===== src/rtl/cs_window_engine.sv =====
// Sliding-window selector: keeps the last N samples and, once full, scans them
// to pick the sample nearest the window average and emit (sum + N*xa) >> SHIFT.
module cs_window_engine #(
    parameter  int W     = 8,
    parameter  int N     = 9,
    parameter  int SHIFT = 3,
    localparam int SW    = W + $clog2(N) + 1,
    localparam int YW    = SW - SHIFT
) (
    input  logic          clk,
    input  logic          reset,
    input  logic [W-1:0]  X,
    input  logic          x_valid,
    input  logic          mode,
    output logic          x_ready,
    output logic [YW-1:0] Y,
    output logic          y_valid
);

    localparam int PW = $clog2(N);
    localparam int FW = $clog2(N + 1);
    localparam logic [SW-1:0] NV = SW'(N);

    typedef enum logic [1:0] {IDLE, SCAN, OUT} state_t;

    state_t        state;
    state_t        state_nxt;
    logic [W-1:0]  win [N];
    logic [PW-1:0] wr_ptr;
    logic [PW-1:0] idx;
    logic [FW-1:0] fill;
    logic [SW-1:0] sum;
    logic          mode_q;
    logic          found;
    logic [W-1:0]  best;

    logic          acc;
    logic          full;
    logic          fills;
    logic          last;
    logic [W-1:0]  cur;
    logic [SW-1:0] nx;
    logic          qual;
    logic          better;
    logic [W-1:0]  sel;
    logic [SW-1:0] total;

    assign acc   = x_valid && x_ready;
    assign full  = (fill == FW'(N));
    assign fills = acc && (fill >= FW'(N - 1));
    assign last  = (idx == PW'(N - 1));
    assign cur   = win[idx];

    // Compare N*xi against the sum so no division is needed.
    assign nx     = NV * SW'(cur);
    assign qual   = mode_q ? (nx >= sum) : (nx <= sum);
    assign better = !found || (mode_q ? (cur < best) : (cur > best));
    assign sel    = (qual && better) ? cur : best;
    assign total  = sum + NV * SW'(sel);

    always_ff @(posedge clk) begin
        if (reset) begin
            state <= IDLE;
        end else begin
            state <= state_nxt;
        end
    end

    always_comb begin
        state_nxt = state;
        unique case (state)
            IDLE:    if (fills) state_nxt = SCAN;
            SCAN:    if (last) state_nxt = OUT;
            OUT:     state_nxt = IDLE;
            default: state_nxt = IDLE;
        endcase
    end

    always_comb begin
        x_ready = (state == IDLE);
    end

    always_ff @(posedge clk) begin
        if (reset) begin
            for (int i = 0; i < N; i++) begin
                win[i] <= '0;
            end
            wr_ptr  <= '0;
            idx     <= '0;
            fill    <= '0;
            sum     <= '0;
            mode_q  <= 1'b0;
            found   <= 1'b0;
            best    <= '0;
            Y       <= '0;
            y_valid <= 1'b0;
        end else begin
            y_valid <= 1'b0;
            if (acc) begin
                win[wr_ptr] <= X;
                wr_ptr <= (wr_ptr == PW'(N - 1)) ? '0 : wr_ptr + PW'(1);
                sum <= sum + SW'(X) - (full ? SW'(win[wr_ptr]) : '0);
                if (!full) begin
                    fill <= fill + FW'(1);
                end
                if (fills) begin
                    mode_q <= mode;
                    idx    <= '0;
                    found  <= 1'b0;
                end
            end
            // The final entry is folded in combinationally so Y lands with OUT.
            if (state == SCAN) begin
                best  <= sel;
                found <= found | qual;
                idx   <= idx + PW'(1);
                if (last) begin
                    Y       <= total[SW-1:SHIFT];
                    y_valid <= 1'b1;
                end
            end
        end
    end

endmodule


===== config.mk =====
export PLATFORM = sky130hd
export DESIGN_NAME = cs_window_engine
export DESIGN_NICKNAME = d
export VERILOG_FILES = /design/src/rtl/cs_window_engine.sv
export SDC_FILE = /design/constraint.sdc
export NUM_CORES = 1
export LEC_CHECK = 0
export ABC_AREA = 0
export CAP_MARGIN = 20
export CORE_MARGIN = 5
export CORE_UTILIZATION = 40
export DETAILED_ROUTE_END_ITERATION = 16
export DONT_BUFFER_PORTS = 1
export GPL_TIMING_DRIVEN = 0
export SYNTH_ARGS = -nofsm -noshare
export SYNTH_HDL_FRONTEND = slang
export SYNTH_SLANG_ARGS = --single-unit

===== constraint.sdc =====
create_clock -name clk -period 15.65 [get_ports clk]
set_input_delay 3.13 -clock clk [delete_from_list [all_inputs] [get_ports clk]]
set_output_delay 3.13 -clock clk [all_outputs]
set_load 0.02 [all_outputs]

---- Word level (Yosys, flattened, before mapping) ----
Memory sizes are Yosys's and may differ from the RTL's. A register that Yosys moved wholly into a read port is not among the register bits.
Index checks and enable logic that the tools add are counted.
cells by class
  add/subtract/negate cells ............... 6
  multiply operators ...................... 2
  magnitude comparators ................... 5
  equality and inequality tests ........... 6
  muxes and demuxes ....................... 27
  bitwise gates (word level) .............. 3
  reduce and logical (&&, ||, !) cells .... 15
operator list
  kind                                                                count
  4-bit 2-to-1 mux                                                    9
  4-bit by 8-bit multiplier with 12-bit output, first input constant  2
  8-bit 2-to-1 mux                                                    3
  13-bit by 12-bit adder with 13-bit output                           1
  13-bit by 8-bit adder with 13-bit output                            1
  12-bit by 13-bit >= comparator with 1-bit output                    1
  12-bit by 13-bit <= comparator with 1-bit output                    1
  13-bit by 8-bit subtractor with 13-bit output                       1
  4-bit by 1-bit adder with 4-bit output, second input constant       3
  4-bit == test, second input constant                                3
  1-bit 2-to-1 mux                                                    12
  2-bit AND reduction                                                 5
  8-bit > comparator                                                  1
  8-bit < comparator                                                  1
  8-bit OR reduction                                                  1
  4-bit >= comparator, second input constant                          1
  2-bit 2-to-1 mux                                                    2
  2-bit case mux with 2 select lines                                  1
  2-bit nonzero test                                                  2
  1-bit logical AND                                                   3
  2-bit by 1-bit == test with 1-bit output, second input constant     1
  2-bit logical NOT                                                   1
  2-bit by 1-bit != test with 1-bit output, second input constant     1
  2-bit != test, second input constant                                1
  other kinds (5)                                                     6
storage, ports and cells
  register bits after elaboration ......... 48
  bits in writable memories ............... 72
  bits of input ports ..................... 12
  output and inout bits ................... 12
  logic and storage cells ................. 75
  memories ................................ 1
memory list
  memory  words  width  rd ports  clocked after memory_dff  wr ports  line  source
  win     9      8      2         2                         9         28    logic [W-1:0] win [N];

---- Depth between registers and ports, before layout ----
  word-level depth ........................ 8
  depth in mapped cells ................... 36

---- Worst setup path before layout ----
OpenSTA, ideal clock, no wires.
  path kind ............................... reg-to-reg
  start ................................... register (tool-made name)
  end ..................................... register Y[8]
  setup time .............................. 0.117 ns
  data arrival time ....................... 8.177 ns
  path slack .............................. 7.355 ns
  stages on the path, launching flop included .. 37
  buffers on the path ..................... 4
  cell sequence ........................... dfxtp_1 buf_2 buf_2 buf_2 mux4_2 mux4_2 ha_1 ha_1 inv_1 fa_1 inv_1 a21oi_1 o21bai_1 a21o_1 nand2_1 xnor2_1 ha_1 a211oi_1 o32ai_1 or2_0 nor4b_1 or3_1 buf_2 mux2i_1 inv_1 ha_1 inv_1 fa_1 inv_1 ha_1 a21o_1 a21o_1 a21oi_1 o21ai_0 a2111oi_1 o21ai_0 a32o_1
RTL lines
  what                  line  source
  end signal, assigned  118   Y <= total[SW-1:SHIFT];
  end, declared         16    output logic [YW-1:0] Y,

==> run_results.csv <==
group,metric,value,unit
timing,worst_pin_slew,1.05,ns
worst_setup_path,critPathRequiredTime,16.00,ns
cts,cts_sinks,184,
floorplanning,initial_core_util,40.3,%
logic_synthesis,synth_edf_count,128,
timing,setup_ws,5.88,ns
worst_setup_path,path_class,"flip-flop to flip-flop",
cts,clock_path_buffers,2,
detailed_routing,drc,0,
layout,n_antenna_cell,0,
logic_synthesis,synth_area,10800,sq um
logic_synthesis,syn-num-nets,960,
timing,finClkSkew,0.0208,ns
worst_setup_path,max_stage_delay,0.61,ns
power_and_ir_drop,intPower,0.945,mW
logic_synthesis,synth_most_common_cell,"edfxtp_1",
floorplanning,die_area,30300,sq um
timing,hold_violations,0,
timing,finalCritPeriodShare,62.5,%
placed_design,io_buffers,0,
timing,finalSetupViolations,0,
layout,layout.nets,980,
timing,fmax,0.102,GHz
cts,cts_resized,0,
cts,ctsHtreeMaxLevel,4,
power_and_ir_drop,switchingPower,0.496,mW
logic_synthesis,async_flop_share,0,%
detailed_routing,num_vias,7146,
detailed_routing,drt_iter0_markers,492,
grt,grt_start_max_net_pins,24,
power_and_ir_drop,total_power,1.44,mW
job,maxCapViolCount,0,
logic_synthesis,ys_ff_latch,184,
layout,syn2layout_area_growth,9.99,%
detailed_routing,totalWireLength,28500,um
logic_synthesis,yosysWarnings,0,
hold_path,hp-class,"flip-flop to flip-flop",
power_and_ir_drop,p_sw_share,34.4,%
logic_synthesis,synth_top_area_cell,"edfxtp_1",
logic_synthesis,yosys-top-cells-count,"128 x edfxtp_1, 79 x mux4_2, 78 x inv_1",
status,status,"finished clean",
timing,rsz0062_at_grt,"false",
floorplanning,die_w,174,um
cts,cts_tree,"built",
floorplanning,core_area,26700,sq um
grt,grt_first_pass_wirelength,43300,um
timing,slew_headroom,29.4,%
detailed_routing,vias_per_cell,5.78,
power_and_ir_drop,sequentialPowerShare,38.6,%
layout,drive_gt1_share,15.0,%
placed_design,placed_cells,1204,
placed_design,dp_hpwl,20700,um
floorplanning,ioPinCount,24,
logic_synthesis,synth_top_area_share,35.7,%
logic_synthesis,synth_seq_area_share,46.1,%
layout,layout.cells.non_filler,1236,
power_and_ir_drop,pwr-share-clk,32.6,%
timing,fin_crit,9.77,ns
worst_setup_path,cp-start-kind,"flip-flop",
layout,final_area,11800,sq um
logic_synthesis,synth_cells,862,
cts,clk_latency,0.46,ns
power_and_ir_drop,max-vdd-ir-drop,0.0000766,V
placed_design,place.gp.congestion,0.843,
grt,grt_antenna_before_repair,0,
timing,slew_violations,0,
cts,root_buffer,"clkbuf_16",
worst_setup_path,worst-path-max-fanout,10,
timing,holdWs,0.487,ns
worst_setup_path,cp-end-kind,"flip-flop",
logic_synthesis,ys_types,57,
worst_setup_path,critical_path_arrival,10.12,ns
cts,cts_made_buffers,17,
power_and_ir_drop,p_comb_share,28.8,%
floorplanning,die_y,174,um
logic_synthesis,synth.top_cells.by_area,"edfxtp_1 36%, mux4_2 17%, dfxtp_1 10%",
grt,grt_usage,19.0,%
detailed_routing,first_pass_iters,5,
cts,cts_setup_buffers,0,
worst_setup_path,slowest_stage,"clkbuf_1",
layout,fin_util,44.3,%
grt,grt_pass1_vias,7250,
placed_design,placed_area,11200,sq um
grt,overflow,0,
floorplanning,rows,60,
detailed_routing,ant_nets,0,
timing,finalSetupTns,0,ns
cts,cts_hold_buf,0,
detailed_routing,route.detailed.wl_per_inst,23.1,um
logic_synthesis,syn_avg_cell_area,12.5,sq um
power_and_ir_drop,power_density,122,nW/um^2
placed_design,pre_cts_slack,5.82,ns
power_and_ir_drop,power_leakage,4.63,nW
logic_synthesis,synth-main-ff-cell,"edfxtp_1",
cts,clkTransAtPathRegs,0.08,ns
==> path summary, 6_finish.rpt <==
path	startpoint	end	slack (ns)	cells past startpoint
max	flip-flop	Y[8]	5.88	35
min reg2reg	best[2]	best[2]	0.49	2
max reg2reg	flip-flop	Y[8]	5.88	35
min	best[2]	best[2]	0.49	2
==> layout make-up <==
| type | instances | area (sq um) |
|---|---|---|
| Timing Repair Buffer | 1 | 5.00 |
| Clock inverter | 15 | 211 |
| Sequential cell | 184 | 4960 |
| Tap cell | 341 | 427 |
| Buffer | 49 | 193 |
| Fill cell | 2455 | 14900 |
| Inverter | 78 | 293 |
| Multi-Input combinational cell | 551 | 5320 |
| Clock buffer | 17 | 425 |
==> kinds of logic (layout without fill, tap and decap cells) <==
family          after synthesis  after routing  share of synthesized area, %
compound gates              113            113                          6.91
mux                          88             88                          17.5
simple gates                240            240                          12.1
flops                       184            184                          46.1
fa+ha+maj                    86             86                          11.0
buf+inv                     127            160                          4.51
xor+xnor                     24             24                          1.95
==> per-layer routing <==
metal	up-vias	GRT usage, %	routed length [um]
met5	-	0	0
met4	0	7.79	1080
met3	57	3.65	1660
met2	249	32.3	14200
met1	3560	23.9	11500
li1	3280	-	-
==> placed cells by master (no fill, tap or decap), types with 5 or more instances in the layout <==
cell         n
inv_8        5
and3_1      76
nor3_1       7
mux4_2      79
xor2_1       7
nor2_1      41
buf_1        7
dfxtp_1     56
clkbuf_1    35
buf_2        7
nand2_1     46
ha_1        72
or3_1        8
nand4_1      6
a21oi_1     39
nand3_1     12
clkbuf_16   17
a21o_1      16
a211oi_1    14
inv_12       6
fa_1        14
xnor2_1     17
mux2_2       7
o21bai_1     5
and2_1       9
edfxtp_1   128
nor2b_1     14
inv_1       78
o21ai_0     14
==> state kept, by name, summed over array words and instances, names as in the netlist, named ones only <==
signal	cells
win	128
sum	13
Y	10
best	8
fill	4
idx	4
wr_ptr	4
state	2
found	1
mode_q	1
y_valid	1
==> power by group through the flow <==
stage	Clock (mW)	Sequential, mW	Combinational (mW)
2_1_floorplan	0	0.560	0.321
3_3_place_gp	0	0.566	0.412
3_5_place_dp	0	0.567	0.415
4_1_cts	0.473	0.556	0.418
5_1_grt	0.492	0.558	0.470
6_report	0.470	0.556	0.416
==> worst max-delay path: cells and delay by family (launching register included) <==
| kind | cells | cell delay, ns |
|---|---|---|
| muxes | 3 | 1.54 |
| xor gates and xnor gates | 1 | 0.14 |
| AOI/OAI and AO/OA | 12 | 2.42 |
| buffers and inverters | 8 | 1.75 |
| adders and majority gates | 7 | 2.36 |
| DFF | 1 | 0.46 |
| and+or+nand+nor | 4 | 0.96 |
(Power assumes the default switching activity.)
